File: config.mk
export PLATFORM = sky130hd
export DESIGN_NAME = eth_tx_scheduler_flat
export DESIGN_NICKNAME = d
export VERILOG_FILES = /design/src/rtl/eth_tx_scheduler_if.sv /design/src/rtl/eth_tx_scheduler.sv /design/src/flat_wrapper.sv
export SDC_FILE = /design/constraint.sdc
export NUM_CORES = 1
export LEC_CHECK = 0
export BUFFER_PORTS_ARGS = -buffer_cell sky130_fd_sc_hd__buf_2
export CELL_PAD_IN_SITES_DETAIL_PLACEMENT = 1
export CELL_PAD_IN_SITES_GLOBAL_PLACEMENT = 1
export CORE_UTILIZATION = 44
export DETAILED_ROUTE_END_ITERATION = 10
export GPL_TIMING_DRIVEN = 1
export MAX_ROUTING_LAYER = met4
export PLACE_DENSITY = 0.91
export SYNTH_ARGS = -nofsm -noshare
export SYNTH_HDL_FRONTEND = slang
export SYNTH_SLANG_ARGS = --single-unit
export TNS_END_PERCENT = 1
File: constraint.sdc
create_clock -name clk -period 2.5 [get_ports clk]
set_input_delay 0.125 -clock clk [delete_from_list [all_inputs] [get_ports clk]]
set_output_delay 0.125 -clock clk [all_outputs]
set_load 0.005 [all_outputs]
File: src/rtl/eth_tx_scheduler_if.sv
// Handshake bundle between the TX scheduler, its two dibit source FIFOs and the dibit packer.
// master = scheduler side, slave = FIFO/packer side.
interface eth_tx_scheduler_if #(
  parameter int unsigned CNT_W = 13
);
  logic [CNT_W-1:0] src0_count;
  logic             src0_empty;
  logic             src0_rd;
  logic [1:0]       src0_data;
  logic [CNT_W-1:0] src1_count;
  logic             src1_empty;
  logic             src1_rd;
  logic [1:0]       src1_data;
  logic             packer_stall;
  logic             packer_axiiv;
  logic [1:0]       packer_axiid;
  logic             packer_cancel;
  logic             busy;
  logic             active_src;
  logic             underflow_err;

  modport master (
    input  src0_count, src0_empty, src0_data,
    input  src1_count, src1_empty, src1_data,
    input  packer_stall,
    output src0_rd, src1_rd,
    output packer_axiiv, packer_axiid, packer_cancel,
    output busy, active_src, underflow_err
  );

  modport slave (
    output src0_count, src0_empty, src0_data,
    output src1_count, src1_empty, src1_data,
    output packer_stall,
    input  src0_rd, src1_rd,
    input  packer_axiiv, packer_axiid, packer_cancel,
    input  busy, active_src, underflow_err
  );
endinterface

File: src/rtl/eth_tx_scheduler.sv
// Two-source round-robin scheduler feeding the Ethernet dibit packer: 4-dibit tag + payload per packet.
// Optional per-source packet / error counters are enabled with `define ETH_TX_SCHED_STATS_EN.
module eth_tx_scheduler #(
  parameter int unsigned PKT_DIBITS   = 5120,
  parameter int unsigned CNT_W        = 13,
  parameter int unsigned SLOT_TIMEOUT = 4096
) (
  input  logic                  clk,
  input  logic                  rst_n,
  eth_tx_scheduler_if.master    bus
`ifdef ETH_TX_SCHED_STATS_EN
  ,
  output logic [15:0]           pkt_cnt0,
  output logic [15:0]           pkt_cnt1,
  output logic [7:0]            err_cnt
`endif
);

  localparam int unsigned KW    = $clog2(PKT_DIBITS + 1);
  localparam int unsigned TW    = $clog2(SLOT_TIMEOUT + 1);
  localparam int unsigned SEQ_W = 7;

  typedef enum logic [1:0] {IDLE, WAIT_SLOT, STREAM, DRAIN} state_e;

  state_e           state_q, state_d;
  logic             grant_q, grant_d;
  logic             last_src_q, last_src_d;
  logic [SEQ_W-1:0] seq0_q, seq0_d, seq1_q, seq1_d;
  logic [KW-1:0]    beat_q, beat_d;
  logic [TW-1:0]    wait_q, wait_d;
  logic             cancel_q, cancel_d;
  logic             axiiv_q, axiiv_d;
  logic             pay_sel_q, pay_sel_d;
  logic [1:0]       tag_dib_q, tag_dib_d;
  logic             uerr_q, uerr_d;
  logic             busy_q, busy_d;

  logic       qual0_c, qual1_c, slot_c, payload_c, last_beat_c, cur_empty_c;
  logic       rd_c, done_c;
  logic [7:0] tag_c;
  logic [1:0] tag_sel_c;

  assign qual0_c     = bus.src0_count >= CNT_W'(PKT_DIBITS - 4);
  assign qual1_c     = bus.src1_count >= CNT_W'(PKT_DIBITS - 4);
  assign slot_c      = ~bus.packer_stall;
  assign payload_c   = beat_q >= KW'(4);
  assign last_beat_c = beat_q == KW'(PKT_DIBITS - 1);
  assign cur_empty_c = grant_q ? bus.src1_empty : bus.src0_empty;
  assign tag_c       = {grant_q, (grant_q ? seq1_q : seq0_q)};
  assign tag_sel_c   = tag_c[{beat_q[1:0], 1'b0} +: 2];
  assign done_c      = (state_q == DRAIN) && bus.packer_stall;

  // Reads are combinational from state, so they vanish the instant reset clears state_q.
  assign rd_c        = (state_q == STREAM) && slot_c && payload_c && !cur_empty_c;
  assign bus.src0_rd = rd_c && !grant_q;
  assign bus.src1_rd = rd_c && grant_q;

  assign bus.packer_axiiv  = axiiv_q;
  assign bus.packer_axiid  = pay_sel_q ? (grant_q ? bus.src1_data : bus.src0_data) : tag_dib_q;
  assign bus.packer_cancel = cancel_q;
  assign bus.busy          = busy_q;
  assign bus.active_src    = grant_q;
  assign bus.underflow_err = uerr_q;

  // Next-state and output decode.
  always_comb begin
    state_d    = state_q;
    grant_d    = grant_q;
    last_src_d = last_src_q;
    seq0_d     = seq0_q;
    seq1_d     = seq1_q;
    beat_d     = beat_q;
    wait_d     = wait_q;
    cancel_d   = cancel_q;
    axiiv_d    = 1'b0;
    pay_sel_d  = 1'b0;
    tag_dib_d  = tag_dib_q;
    uerr_d     = 1'b0;

    case (state_q)
      IDLE: begin
        cancel_d = 1'b1;
        if (qual0_c || qual1_c) begin
          grant_d  = (qual0_c && qual1_c) ? ~last_src_q : qual1_c;
          cancel_d = 1'b0;
          wait_d   = '0;
          beat_d   = '0;
          state_d  = WAIT_SLOT;
        end
      end
      WAIT_SLOT: begin
        if (slot_c) begin
          axiiv_d   = 1'b1;
          tag_dib_d = tag_sel_c;
          beat_d    = KW'(1);
          state_d   = STREAM;
        end else if (wait_q == TW'(SLOT_TIMEOUT - 1)) begin
          uerr_d   = 1'b1;
          cancel_d = 1'b1;
          state_d  = IDLE;
        end else begin
          wait_d = wait_q + TW'(1);
        end
      end
      STREAM: begin
        if (slot_c) begin
          if (payload_c && cur_empty_c) begin
            uerr_d   = 1'b1;
            cancel_d = 1'b1;
            state_d  = IDLE;
          end else begin
            axiiv_d   = 1'b1;
            pay_sel_d = payload_c;
            if (!payload_c) tag_dib_d = tag_sel_c;
            beat_d = beat_q + KW'(1);
            if (last_beat_c) state_d = DRAIN;
          end
        end
      end
      DRAIN: begin
        // Leave only once the packer stalls into its checksum tail.
        if (done_c) begin
          if (grant_q) seq1_d = seq1_q + SEQ_W'(1);
          else         seq0_d = seq0_q + SEQ_W'(1);
          last_src_d = grant_q;
          cancel_d   = 1'b1;
          state_d    = IDLE;
        end
      end
      default: state_d = IDLE;
    endcase

    busy_d = (state_d != IDLE);
  end

  always_ff @(posedge clk or negedge rst_n) begin
    if (!rst_n) begin
      state_q    <= IDLE;
      grant_q    <= 1'b0;
      last_src_q <= 1'b1;
      seq0_q     <= '0;
      seq1_q     <= '0;
      beat_q     <= '0;
      wait_q     <= '0;
      cancel_q   <= 1'b1;
      axiiv_q    <= 1'b0;
      pay_sel_q  <= 1'b0;
      tag_dib_q  <= '0;
      uerr_q     <= 1'b0;
      busy_q     <= 1'b0;
    end else begin
      state_q    <= state_d;
      grant_q    <= grant_d;
      last_src_q <= last_src_d;
      seq0_q     <= seq0_d;
      seq1_q     <= seq1_d;
      beat_q     <= beat_d;
      wait_q     <= wait_d;
      cancel_q   <= cancel_d;
      axiiv_q    <= axiiv_d;
      pay_sel_q  <= pay_sel_d;
      tag_dib_q  <= tag_dib_d;
      uerr_q     <= uerr_d;
      busy_q     <= busy_d;
    end
  end

`ifdef ETH_TX_SCHED_STATS_EN
  logic [15:0] pkt_cnt0_q, pkt_cnt1_q;
  logic [7:0]  err_cnt_q;

  // Saturating completed-packet and error-pulse counters.
  always_ff @(posedge clk or negedge rst_n) begin
    if (!rst_n) begin
      pkt_cnt0_q <= '0;
      pkt_cnt1_q <= '0;
      err_cnt_q  <= '0;
    end else begin
      if (done_c && !grant_q && (pkt_cnt0_q != 16'hFFFF)) pkt_cnt0_q <= pkt_cnt0_q + 16'd1;
      if (done_c && grant_q && (pkt_cnt1_q != 16'hFFFF))  pkt_cnt1_q <= pkt_cnt1_q + 16'd1;
      if (uerr_d && (err_cnt_q != 8'hFF))                 err_cnt_q  <= err_cnt_q + 8'd1;
    end
  end

  assign pkt_cnt0 = pkt_cnt0_q;
  assign pkt_cnt1 = pkt_cnt1_q;
  assign err_cnt  = err_cnt_q;
`endif

endmodule

File: src/flat_wrapper.sv
// flat-port wrapper written by rule: the top's interface ports become plain ports
module eth_tx_scheduler_flat 
#(
  parameter int unsigned PKT_DIBITS   = 5120,
  parameter int unsigned CNT_W        = 13,
  parameter int unsigned SLOT_TIMEOUT = 4096
)
  (clk, rst_n, bus_src0_count, bus_src0_empty, bus_src0_data, bus_src1_count, bus_src1_empty, bus_src1_data, bus_packer_stall, bus_src0_rd, bus_src1_rd, bus_packer_axiiv, bus_packer_axiid, bus_packer_cancel, bus_busy, bus_active_src, bus_underflow_err);
  eth_tx_scheduler_if #(.CNT_W(CNT_W)) bus_i ();
  input  logic clk;
  input  logic rst_n;
  input wire logic [$bits(bus_i.src0_count)-1:0] bus_src0_count;
  input wire logic [$bits(bus_i.src0_empty)-1:0] bus_src0_empty;
  input wire logic [$bits(bus_i.src0_data)-1:0] bus_src0_data;
  input wire logic [$bits(bus_i.src1_count)-1:0] bus_src1_count;
  input wire logic [$bits(bus_i.src1_empty)-1:0] bus_src1_empty;
  input wire logic [$bits(bus_i.src1_data)-1:0] bus_src1_data;
  input wire logic [$bits(bus_i.packer_stall)-1:0] bus_packer_stall;
  output wire logic [$bits(bus_i.src0_rd)-1:0] bus_src0_rd;
  output wire logic [$bits(bus_i.src1_rd)-1:0] bus_src1_rd;
  output wire logic [$bits(bus_i.packer_axiiv)-1:0] bus_packer_axiiv;
  output wire logic [$bits(bus_i.packer_axiid)-1:0] bus_packer_axiid;
  output wire logic [$bits(bus_i.packer_cancel)-1:0] bus_packer_cancel;
  output wire logic [$bits(bus_i.busy)-1:0] bus_busy;
  output wire logic [$bits(bus_i.active_src)-1:0] bus_active_src;
  output wire logic [$bits(bus_i.underflow_err)-1:0] bus_underflow_err;
  assign bus_i.src0_count = bus_src0_count;
  assign bus_i.src0_empty = bus_src0_empty;
  assign bus_i.src0_data = bus_src0_data;
  assign bus_i.src1_count = bus_src1_count;
  assign bus_i.src1_empty = bus_src1_empty;
  assign bus_i.src1_data = bus_src1_data;
  assign bus_i.packer_stall = bus_packer_stall;
  assign bus_src0_rd = bus_i.src0_rd;
  assign bus_src1_rd = bus_i.src1_rd;
  assign bus_packer_axiiv = bus_i.packer_axiiv;
  assign bus_packer_axiid = bus_i.packer_axiid;
  assign bus_packer_cancel = bus_i.packer_cancel;
  assign bus_busy = bus_i.busy;
  assign bus_active_src = bus_i.active_src;
  assign bus_underflow_err = bus_i.underflow_err;
  eth_tx_scheduler #(.PKT_DIBITS(PKT_DIBITS), .CNT_W(CNT_W), .SLOT_TIMEOUT(SLOT_TIMEOUT)) u_core (.clk(clk), .rst_n(rst_n), .bus(bus_i));
endmodule
==> impl_metrics.sql, run 1 <==
INSERT INTO impl_metrics (metric_group, metric, value, unit) VALUES
('layout', 'syn2layout_area_growth', '15.0', '%'),
('layout', 'finish.instance_area', '3510', 'um2'),
('timing', 'layout_worst_path_cycle_share', '93.4', '%'),
('drt', 'drt_wl_total', '8.83', 'mm'),
('worst_setup_path', 'reg2reg_depth', '7', ''),
('clocking', 'clockBufferDepth', '2', ''),
('die', 'core_area', '6530', 'um2'),
('die', 'starting_density', '46.7', '%'),
('global_route', 'via_count_of_the_first_global_routing_pass', '3032', ''),
('timing', 'final-hold-violation-count', '0', ''),
('drt', 'drc_errors', '0', ''),
('worst_setup_path', 'worst-setup-path-type', 'register to register', ''),
('worst_setup_path', 'worst_r2r_endpoint', 'u_core.beat_q[12]$_DFFE_PN0P_', ''),
('synth', 'average_instance_area_after_synthesis', '9.35', 'um2'),
('global_route', 'grt_start_max_net_pins', '31', ''),
('pwr', 'ir_drop', '0.524', 'mV'),
('synth', 'post_synth_main_area_contributors', 'dfrtp_1 (40%), o31ai_1 (5.7%), ha_1 (4.1%)', ''),
('synth', 'synth_top_cell_by_area', 'dfrtp_1', ''),
('layout', 'layout-drive-gt1-share', '21.1', '%'),
('pwr', 'static-leakage-power', '1.52', 'nW'),
('placed_design', 'gp_congestion', '0.815', ''),
('timing', 'layout_setup_ws', '0.166', 'ns'),
('worst_setup_path', 'worst-r2r-setup-slack', '0.17', 'ns'),
('global_route', 'grt_antenna_before_repair', '0', ''),
('synth', 'yosys.cell_types.count', '57', ''),
('synth', 'ys_async_sr_fraction', '100', '%'),
('die', 'die_height', '85.2', 'um'),
('timing', 'report.final.slew_viol_count', '0', ''),
('layout', 'finish.net_count', '413', ''),
('die', 'design.die.area', '7270', 'um2'),
('flow_run', 'timing.max_cap.violations', '0', ''),
('clocking', 'clk-insertion-delay-late', '0.32', 'ns'),
('clocking', 'cts.htree.levels', '2', ''),
('clocking', 'tritoncts.num_buffers', '5', ''),
('drt', 'average_wire_length_per_cell_after_detail_routing', '19.8', 'um'),
('global_route', 'grt-ovfl-total', '0', ''),
('clocking', 'clk_pin_slew', '0.10', 'ns'),
('clocking', 'ctsRootBufferMaster', 'clkbuf_8', ''),
('layout', 'final_cell_count_no_fill', '446', ''),
('global_route', 'first_pass_grt_wire_length', '15.0', 'mm'),
('drt', 'drt_first_iter_violations', '164', ''),
('worst_setup_path', 'crit_path_start_kind', 'register', ''),
('placed_design', 'io_buffer_count', '39', ''),
('worst_setup_path', 'setup.worst_path.end_class', 'register', ''),
('timing', 'fin_tns_setup', '0', 'ns'),
('worst_hold_path', 'min_delay_path_depth', '2', ''),
('placed_design', 'place_ws', '0.208', 'ns'),
('worst_setup_path', 'crit_required', '2.72', 'ns'),
('synth', 'synth.yosys.warnings', '0', ''),
('worst_setup_path', 'cp_max_fo', '10', ''),
('synth', 'post_synthesis_register_bit_count', '51', ''),
('drt', 'drtPass1Iterations', '4', ''),
('worst_hold_path', 'hold-path-endpoint', 'u_core.bus.active_src$_DFFE_PN0P_', ''),
('synth', 'ys_dominant_reg_cell', 'dfrtp_1', ''),
('synth', 'number_of_synthesized_flops_with_an_enable_pin', '0', ''),
('timing', 'clock_skew', '0.00817', 'ns'),
('timing', 'period_minus_slack', '2.33', 'ns'),
('outcome', 'run_status', 'complete, no violations', ''),
('timing', 'max_slew.worst_pin.slew', '0.724', 'ns'),
('worst_hold_path', 'min_path_type', 'primary input to register', ''),
('timing', 'fmax', '0.428', 'GHz'),
('die', 'placementRows', '29', ''),
('placed_design', 'dpl.cell_count', '437', ''),
('pwr', 'power.density', '927', 'nW/um2'),
('synth', 'netlist_instances', '326', ''),
('drt', 'vias_per_cell', '6.32', ''),
('layout', 'insertedDiodeCount', '0', ''),
('clocking', 'cts_tree', 'built', ''),
('timing', 'slew_headroom', '51.7', '%'),
('synth', 'synth_largest_type_area_fraction', '40.2', '%'),
('pwr', 'total_power', '0.00325', 'W');
==> synthesized netlist by cell type (2+ instances only) <==
library cell  count
dfrtp_1          49
nand2_1          30
nor2_1           25
o31ai_1          23
o21ai_0          17
a21oi_1          16
nand3_1          14
inv_1            11
nand4_1          11
clkbuf_1         10
ha_1             10
xnor2_1           9
or4_1             8
a31oi_1           6
buf_2             6
mux2i_1           6
nand2b_1          5
nor3_1            5
nor4_1            5
o41ai_1           4
and2_1            3
and4_1            3
mux4_2            3
xor2_1            3
and3_1            2
dfstp_2           2
mux2_2            2
nor2b_1           2
nor3b_1           2
nor4_2            2
nor4b_1           2
o21bai_1          2
o32ai_1           2
or3_1             2
or4b_2            2
==> cells in the final DEF (no fill, tap or decap), types with 2 or more instances in the layout <==
cell type / instances
dfrtp_1: 48
buf_2: 39
nand2_1: 30
nor2_1: 25
o31ai_1: 23
o21ai_0: 17
a21oi_1: 16
nand3_1: 14
inv_1: 11
nand4_1: 11
buf_4: 11
ha_1: 10
xnor2_1: 9
or4_1: 8
mux2i_1: 6
a31oi_1: 6
nand2b_1: 5
nor3_1: 5
nor4_1: 5
clkbuf_8: 5
and4_1: 3
and2_1: 3
o41ai_1: 3
xor2_1: 3
mux4_2: 3
nor4_2: 2
nor2b_1: 2
or4b_2: 2
and3_1: 2
o32ai_1: 2
nor3b_1: 2
or3_1: 2
o21bai_1: 2
mux2_2: 2
inv_6: 2
dfstp_2: 2
==> flip-flops by register name (all words and copies together), names as in the netlist, 2 cells and up <==
signal,count
u_core.beat_q,13
u_core.wait_q,13
u_core.seq0_q,7
u_core.seq1_q,7
u_core.state_q,2
u_core.tag_dib_q,2
==> worst max-delay path by stage <==
stage,start,endpoint,slack (ns),cells past startpoint
2_1_floorplan,u_core.state_q[0]$_DFF_PN0_,u_core.bus.busy$_DFF_PN0_,0.32,8
3_3_place_gp,u_core.state_q[1]$_DFF_PN0_,u_core.wait_q[8]$_DFFE_PN0P_,0.30,8
3_5_place_dp,u_core.state_q[1]$_DFF_PN0_,u_core.wait_q[8]$_DFFE_PN0P_,0.21,8
4_1_cts,u_core.state_q[1]$_DFF_PN0_,u_core.beat_q[5]$_DFFE_PN0P_,0.12,7
5_1_grt,u_core.beat_q[6]$_DFFE_PN0P_,u_core.beat_q[8]$_DFFE_PN0P_,0.07,5
6_report,u_core.state_q[1]$_DFF_PN0_,u_core.beat_q[12]$_DFFE_PN0P_,0.17,7
==> timing repair <==
item / 4_1_cts / 5_1_grt
setup endpoints to repair: 0 / 5
resized for setup: 0 / 3
hold endpoints to repair: 19 / 0
hold buffers: 1 / 0
buffers inserted: 0 / 0
==> logic make-up (layout without fill, tap and decap cells) <==
kind of cell | Yosys count | count (layout) | share of synthesized area (%)
fa+ha+maj | 10 | 10 | 4.10
mux | 11 | 11 | 4.92
flops | 51 | 51 | 41.9
buf+inv | 28 | 71 | 3.82
xor+xnor | 12 | 12 | 3.45
compound gates | 87 | 87 | 19.2
simple gates | 127 | 127 | 22.5
==> area by class of cell <==
| type | count | area (um2) |
|---|---|---|
| clock buffer | 5 | 68.8 |
| clock inverter | 3 | 26.3 |
| fill | 761 | 3030 |
| tap | 77 | 96.3 |
| timing repair buffer | 52 | 308 |
| multi-input combinational | 247 | 1690 |
| sequential | 51 | 1280 |
| inverter | 11 | 41.3 |
==> per-stage QoR <==
step	hold slack (ns)	util (%)
floorplan	-0.171	-
global placement	0.122	51.8
CTS	0.0766	53.4
global route	0.0908	53.7
finish	0.0881	53.7
detailed placement	0.124	51.8
==> report_power, final <==
| group | total [W] | switching [W] | internal, W | leakage, nW |
|---|---|---|---|---|
| registers | 0.00120 | 0.000202 | 0.00100 | 0.680 |
| logic | 0.00152 | 0.000916 | 0.000608 | 0.790 |
| clock network | 0.000524 | 0.000317 | 0.000207 | 0.0491 |
==> worst max-delay path, cell delays in order, from the launching register on <==
cell	delay [ns]
dfrtp_2	0.45
inv_1	0.11
ha_1	0.30
o21a_1	0.23
nor2_1	0.15
o21ai_2	0.09
or3_1	0.55
o31ai_1	0.35
==> routing by layer <==
layer  track usage (%)  up-vias  part of all wire (%)
li1                  -     1315                     -
met1              32.8     1410                    42
met2              46.0       73                    51
met3              3.60       21                   4.0
met4              10.6        0                   2.7
met5                 -        -                     0
No activity file was read; power rests on OpenSTA's default activity.
==> run 2, diff against run 1 <==
--- a/config.mk
+++ b/config.mk
@@ -12,2 +12,3 @@
 export DETAILED_ROUTE_END_ITERATION = 10
+export GPL_ROUTABILITY_DRIVEN = 0
 export GPL_TIMING_DRIVEN = 1
@@ -15,2 +16,3 @@
 export PLACE_DENSITY = 0.91
+export SKIP_LAST_GASP = 1
 export SYNTH_ARGS = -nofsm -noshare
==> constraint.sdc (replaced) <==
create_clock -name clk -period 2.5 [get_ports clk]
set_input_delay 0.5 -clock clk [delete_from_list [all_inputs] [get_ports clk]]
set_output_delay 0.5 -clock clk [all_outputs]
set_load 0.005 [all_outputs]
==> impl_metrics.sql, run 2 (synthesis gave the netlist of run 1 again) <==
INSERT INTO impl_metrics (metric_group, metric, value, unit) VALUES
('worst_setup_path', 'cpMaxStageDelayCell', 'dfrtp_1', ''),
('die', 'die_height', '85.2', 'um'),
('worst_hold_path', 'min_path_type', 'primary input to asynchronous set/reset pin', ''),
('global_route', 'via_count_of_the_first_global_routing_pass', '2944', ''),
('timing', 'clock_skew', '0.0125', 'ns'),
('layout', 'syn2layout_area_growth', '15.7', '%'),
('timing', 'final-hold-violation-count', '0', ''),
('timing', 'fin_tns_setup', '0', 'ns'),
('worst_setup_path', 'reg2reg_depth', '7', ''),
('clocking', 'cts.htree.levels', '2', ''),
('worst_setup_path', 'reg2reg_from', 'u_core.state_q[0]$_DFF_PN0_', ''),
('drt', 'drt_wl_total', '8.55', 'mm'),
('timing', 'rsz_0062_raised_after_global_routing', 'yes', ''),
('worst_setup_path', 'path_depth', '6', ''),
('layout', 'layout-drive-gt1-share', '21.8', '%'),
('worst_setup_path', 'crit_required', '2.00', 'ns'),
('drt', 'num_vias', '2776', ''),
('drt', 'vias_per_cell', '6.18', ''),
('worst_setup_path', 'crit_path_end', 'bus_src1_rd', ''),
('drt', 'average_wire_length_per_cell_after_detail_routing', '19.1', 'um'),
('die', 'design.die.area', '7270', 'um2'),
('drt', 'route.met3.wl', '233', 'um'),
('timing', 'layout_worst_path_cycle_share', '99.8', '%'),
('worst_setup_path', 'cpMostUsedCell', 'inv_1', ''),
('pwr', 'power.density', '927', 'nW/um2'),
('worst_setup_path', 'worst-r2r-setup-slack', '0.11', 'ns'),
('placed_design', 'dpl.cell_count', '441', ''),
('worst_setup_path', 'startpoint', 'u_core.state_q[0]$_DFF_PN0_', ''),
('worst_setup_path', 'setup.worst_path.end_class', 'output pin', ''),
('global_route', 'first_pass_grt_wire_length', '14.4', 'mm'),
('layout', 'highest_count_cells_in_the_layout_ignoring_fill_and_taps', 'dfrtp_1 (48), buf_2 (39), nand2_1 (30)', ''),
('layout', 'finish.net_count', '416', ''),
('layout', 'insertedDiodeCount', '0', ''),
('drt', 'drt_first_iter_violations', '148', ''),
('outcome', 'run_status', 'complete, no violations', ''),
('worst_setup_path', 'worst-endpoint-arrival', '2.00', 'ns'),
('pwr', 'ir_drop', '0.546', 'mV'),
('worst_setup_path', 'worst_r2r_endpoint', 'u_core.bus.busy$_DFF_PN0_', ''),
('layout', 'top_regs', 'u_core.beat_q x13, u_core.wait_q x13', ''),
('clocking', 'cts.sinks', '51', ''),
('worst_setup_path', 'path_delay_family', 'flip-flops', ''),
('die', 'io-pin-count', '44', ''),
('global_route', 'grt-ovfl-total', '0', ''),
('clocking', 'tritoncts.num_buffers', '5', ''),
('drt', 'met2RoutedLength', '4.50', 'mm'),
('global_route', 'grt_antenna_before_repair', '0', ''),
('global_route', 'grt_start_max_net_pins', '32', ''),
('layout', 'final_cell_count_no_fill', '449', ''),
('worst_setup_path', 'crit_path_start_kind', 'register', ''),
('drt', 'drc_errors', '0', ''),
('timing', 'fmax', '0.401', 'GHz'),
('timing', 'setup_viol', '0', ''),
('die', 'core_area', '6530', 'um2'),
('worst_setup_path', 'crit_chain', 'inv_1 > ha_4 > inv_1 > a31o_2 > nor4b_1 > buf_2', ''),
('drt', 'drtPass1Iterations', '4', ''),
('placed_design', 'io_buffer_count', '39', ''),
('timing', 'slew_headroom', '49.8', '%'),
('timing', 'max_slew.worst_pin.slew', '0.753', 'ns'),
('timing', 'period_minus_slack', '2.50', 'ns'),
('drt', 'detail-route-antenna-nets', '0', ''),
('worst_setup_path', 'worst-setup-path-type', 'register to output pin', ''),
('clocking', 'clockBufferDepth', '2', ''),
('clocking', 'clk-insertion-delay-late', '0.32', 'ns'),
('worst_setup_path', 'cp_max_fo', '7', ''),
('drt', 'dr.max_layer_used', 'met4', ''),
('clocking', 'post_cts.repair.setup_buffers', '0', ''),
('placed_design', 'detailedPlacementHpwl', '6.30', 'mm'),
('timing', 'report.final.slew_viol_count', '0', ''),
('clocking', 'ctsRootBufferMaster', 'clkbuf_8', ''),
('clocking', 'cts_tree', 'built', ''),
('worst_setup_path', 'delay_of_the_slowest_cell_on_the_worst_path', '0.46', 'ns'),
('global_route', 'gr-usage-all-layers', '25.8', '%'),
('flow_run', 'timing.max_cap.violations', '0', ''),
('die', 'starting_density', '46.7', '%'),
('layout', 'layout.cells.most_common', 'dfrtp_1', ''),
('pwr', 'static-leakage-power', '1.53', 'nW'),
('die', 'die_w', '85.2', 'um'),
('die', 'placementRows', '29', ''),
('clocking', 'clk_pin_slew', '0.12', 'ns'),
('drt', 'wirelength_met1', '3.67', 'mm'),
('worst_setup_path', 'critical_path_buf_inv_count', '3', '');
run 2: cell types whose count changed in the layout (fill, tap and decap cells not counted), sizes merged:
cell         previous run  this run
clkinv                  1         2
dlygate4sd3             1         0
inv                    13        12
buf                    51        55
run 2: report_power, final:
part,internal (W),switching [W]
Clock,0.000209,0.000330
Sequential,0.000999,0.000187
Combinational,0.000624,0.000922
run 2: layout make-up:
cell class	count	area, um2
clock inverter	3	28.8
fill	760	3000
inverter	11	41.3
clock buffer	5	68.8
tap	77	96.3
sequential	51	1280
multi-input combinational	247	1680
timing repair buffer	55	328
run 2: layer usage:
layer | vias up | GRT usage, %
met5 | - | -
met3 | 13 | 3.02
met1 | 1390 | 31.3
met2 | 55 | 44.6
met4 | 0 | 8.78
li1 | 1318 | -
run 2: worst min-delay path by stage:
| stage | endpoint | depth (start not counted) | start |
|---|---|---|---|
| detailed placement | u_core.last_src_q$_DFFE_PN1P_ | 2 | u_core.last_src_q$_DFFE_PN1P_ |
| finish | u_core.beat_q[9]$_DFFE_PN0P_ | 1 | rst_n |
| CTS | u_core.wait_q[0]$_DFFE_PN0P_ | 1 | rst_n |
| global route | u_core.wait_q[0]$_DFFE_PN0P_ | 1 | rst_n |
| floorplan | u_core.beat_q[0]$_DFFE_PN0P_ | 0 | rst_n |
| global placement | u_core.seq1_q[6]$_DFFE_PN0P_ | 1 | u_core.seq1_q[6]$_DFFE_PN0P_ |
run 2: worst register-to-register path: stages, from the launching register on:
cell,delay [ns]
dfrtp_1,0.46
inv_1,0.20
ha_4,0.21
nor4b_1,0.33
a32oi_1,0.26
o41a_1,0.53
a41o_1,0.22
o311ai_1,0.08
run 2: timing repair:
item,4_1_cts,5_1_grt
setup endpoints to repair,2,4
hold buffers,0,0
pin swaps,0,0
resized for setup,2,1
run 2: through the flow:
| stage | power [W] | setup WS, ns | util [%] | hold WS, ns | instance area, um2 |
|---|---|---|---|---|---|
| after CTS | 0.00326 | 0.0222 | 54.0 | 0.255 | 3530 |
| after global routing | 0.00349 | -0.0374 | 54.0 | 0.289 | 3530 |
| after detailed placement | 0.00269 | 0.0925 | 52.3 | 0.474 | 3420 |
| after floorplan | 0.00213 | 0.323 | - | 0.204 | 3050 |
| after global placement | 0.00258 | 0.267 | 52.3 | 0.455 | 3420 |
| final | 0.00327 | 0.00476 | 54.0 | 0.237 | 3530 |
==> run 3, diff against run 2 <==
CORE_UTILIZATION = 47   (was 44)
MAX_ROUTING_LAYER = unset   (was met4)
PLACE_DENSITY = 0.95   (was 0.91)
RECOVER_POWER = 100   (was unset)
clock period = 3 ns   (was 2.5 ns; I/O delays follow)
==> impl_metrics.sql, run 3 (synthesis gave the netlist of run 1 again) <==
INSERT INTO impl_metrics (metric_group, metric, value, unit) VALUES
('outcome', 'run_status', 'finished, violations left', ''),
('outcome', 'violations', 'capacitance limit, slew limit', ''),
('layout', 'layout-drive-gt1-share', '16.4', '%'),
('worst_setup_path', 'cpMostUsedCell', 'inv_1', ''),
('drt', 'average_wire_length_per_cell_after_detail_routing', '20.1', 'um'),
('timing', 'slew_headroom', '-23.2', '%'),
('clocking', 'clk-insertion-delay-late', '0.31', 'ns'),
('worst_hold_path', 'min_delay_path_depth', '2', ''),
('clocking', 'ctsRootBufferMaster', 'clkbuf_8', ''),
('layout', 'top_regs', 'u_core.beat_q x13, u_core.wait_q x13', ''),
('layout', 'syn2layout_area_growth', '11.7', '%'),
('die', 'die_w', '82.5', 'um'),
('worst_setup_path', 'delay_of_the_slowest_cell_on_the_worst_path', '0.45', 'ns'),
('clocking', 'post_cts.repair.setup_buffers', '0', ''),
('drt', 'num_vias', '2853', ''),
('worst_hold_path', 'min_path_type', 'register to register', ''),
('drt', 'drt_wl_total', '8.86', 'mm'),
('layout', 'highest_count_cells_in_the_layout_ignoring_fill_and_taps', 'dfrtp_1 (49), buf_2 (31), nand2_1 (30)', ''),
('placed_design', 'place_ws', '0.471', 'ns'),
('timing', 'fmax', '0.353', 'GHz'),
('die', 'starting_density', '50.0', '%'),
('timing', 'report.final.slew_viol_count', '34', ''),
('timing', 'layout_worst_path_cycle_share', '94.5', '%'),
('placed_design', 'io_buffer_count', '39', ''),
('timing', 'layout_setup_ws', '0.164', 'ns'),
('pwr', 'power.combinational.fraction', '46.7', '%'),
('die', 'die_height', '82.5', 'um'),
('pwr', 'cell_internal_pwr', '0.00145', 'W'),
('worst_setup_path', 'path_delay_family', 'buffers and inverters', ''),
('worst_setup_path', 'worst-setup-path-type', 'register to output pin', ''),
('global_route', 'grt_start_max_net_pins', '34', ''),
('timing', 'max_slew.worst_pin.slew', '1.85', 'ns'),
('worst_setup_path', 'crit_chain', 'inv_1 > ha_1 > inv_1 > a31o_1 > nor4b_1 > clkbuf_1', ''),
('layout', 'layout.cells.most_common', 'dfrtp_1', ''),
('timing', 'rsz_0062_raised_after_global_routing', 'no', ''),
('worst_setup_path', 'setup.worst_path.end_class', 'output pin', ''),
('drt', 'detail-route-antenna-nets', '0', ''),
('layout', 'insertedDiodeCount', '0', ''),
('worst_setup_path', 'critical_path_buf_inv_count', '3', ''),
('clocking', 'tritoncts.num_buffers', '5', ''),
('pwr', 'p_switching', '0.00120', 'W'),
('timing', 'clock_skew', '0.00883', 'ns'),
('worst_setup_path', 'worst-endpoint-arrival', '2.24', 'ns'),
('drt', 'drc_errors', '0', ''),
('clocking', 'clockBufferDepth', '2', ''),
('worst_setup_path', 'crit_path_start_kind', 'register', ''),
('die', 'design.die.area', '6810', 'um2'),
('drt', 'drtPass1Iterations', '4', ''),
('timing', 'final-hold-violation-count', '0', ''),
('worst_setup_path', 'reg2reg_depth', '8', ''),
('worst_setup_path', 'crit_required', '2.40', 'ns'),
('worst_setup_path', 'cpMaxStageDelayCell', 'dfrtp_1', ''),
('timing', 'fin_tns_setup', '0', 'ns'),
('global_route', 'gr-usage-all-layers', '27.6', '%'),
('pwr', 'share_seq_of_total_power', '37.4', '%'),
('pwr', 'power_switching_share', '45.2', '%'),
('pwr', 'power.density', '776', 'nW/um2'),
('clocking', 'ctsHoldBuffers', '0', ''),
('timing', 'period_minus_slack', '2.84', 'ns'),
('global_route', 'grt_antenna_before_repair', '0', ''),
('die', 'core_area', '6100', 'um2'),
('clocking', 'cts_tree', 'built', ''),
('worst_setup_path', 'cp_max_fo', '10', ''),
('worst_setup_path', 'path_depth', '6', ''),
('global_route', 'grt-ovfl-total', '0', ''),
('pwr', 'clock_power_share', '15.9', '%'),
('drt', 'drt_first_iter_violations', '187', ''),
('placed_design', 'detailedPlacementHpwl', '6.46', 'mm'),
('die', 'placementRows', '28', ''),
('clocking', 'clk_pin_slew', '0.10', 'ns'),
('clocking', 'count_of_cells_resized_by_post_cts_repair', '0', ''),
('flow_run', 'timing.max_cap.violations', '1', ''),
('timing', 'setup_viol', '0', ''),
('pwr', 'static-leakage-power', '1.43', 'nW'),
('global_route', 'first_pass_grt_wire_length', '14.1', 'mm'),
('die', 'io-pin-count', '44', ''),
('layout', 'finish.net_count', '409', ''),
('pwr', 'ir_drop', '0.426', 'mV'),
('clocking', 'cts.htree.levels', '2', ''),
('global_route', 'via_count_of_the_first_global_routing_pass', '2891', ''),
('clocking', 'cts.sinks', '51', ''),
('drt', 'vias_per_cell', '6.48', '');
## run 3: cell types whose count changed in the layout (fill, tap and decap cells not counted), sizes merged
cell	delta
buf	-19
clkbuf	+12
clkinv	-2
clkinvlp	+2
## run 3: power by group through the flow
stage          Sequential [W]  Combinational (W)  Clock [W]
6_report             0.000989            0.00124   0.000420
5_1_grt               0.00101            0.00135   0.000446
4_1_cts              0.000984            0.00125   0.000425
3_5_place_dp         0.000996            0.00123          0
3_3_place_gp         0.000981            0.00113          0
2_1_floorplan        0.000943           0.000835          0
## run 3: final cells by class
| type | count | area, um2 |
|---|---|---|
| Timing Repair Buffer | 48 | 239 |
| Inverter | 11 | 41.3 |
| Sequential cell | 51 | 1280 |
| Clock buffer | 5 | 68.8 |
| Clock inverter | 3 | 23.8 |
| Tap cell | 75 | 93.8 |
| Multi-Input combinational cell | 247 | 1660 |
| Fill cell | 742 | 2690 |
## run 3: final timing paths
path / start / end / slack [ns]
max: u_core.state_q[0]$_DFF_PN0_ / bus_src1_rd / 0.16
min: u_core.last_src_q$_DFFE_PN1P_ / u_core.last_src_q$_DFFE_PN1P_ / 0.49
max in group asynchronous: rst_n / u_core.bus.underflow_err$_DFF_PN0_ / 0.90
max reg2reg: u_core.state_q[1]$_DFF_PN0_ / u_core.wait_q[0]$_DFFE_PN0P_ / 0.28
min reg2reg: u_core.last_src_q$_DFFE_PN1P_ / u_core.last_src_q$_DFFE_PN1P_ / 0.49
min in group asynchronous: rst_n / u_core.beat_q[5]$_DFFE_PN0P_ / 0.78
## run 3: through the flow
| stage | cell area [um2] | utilization, % | power, W | instances | hold WS, ns |
|---|---|---|---|---|---|
| after floorplan | 3050 | - | 0.00178 | 326 | 0.304 |
| after global placement | 3350 | 54.9 | 0.00211 | 432 | 0.454 |
| after detailed placement | 3350 | 54.9 | 0.00222 | 432 | 0.464 |
| after CTS | 3440 | 56.4 | 0.00266 | 440 | 0.377 |
| after global routing | 3410 | 55.9 | 0.00280 | 440 | 0.514 |
| final | 3410 | 55.9 | 0.00264 | 440 | 0.485 |
## run 3: layer usage
layer  GRT usage [%]  vias to the layer above  part of all wire (%)
met4            6.38                        0                  0.96
met3            3.74                       11                   2.9
met2            50.1                       64                    53
li1                -                     1301                     -
met1            34.5                     1477                    43
met5               0                        -                     0
## run 3: tightest hold or removal path: stages (launching register included)
cell     delay, ns
dfstp_2       0.39
nand2_1       0.05
nand2_1       0.05
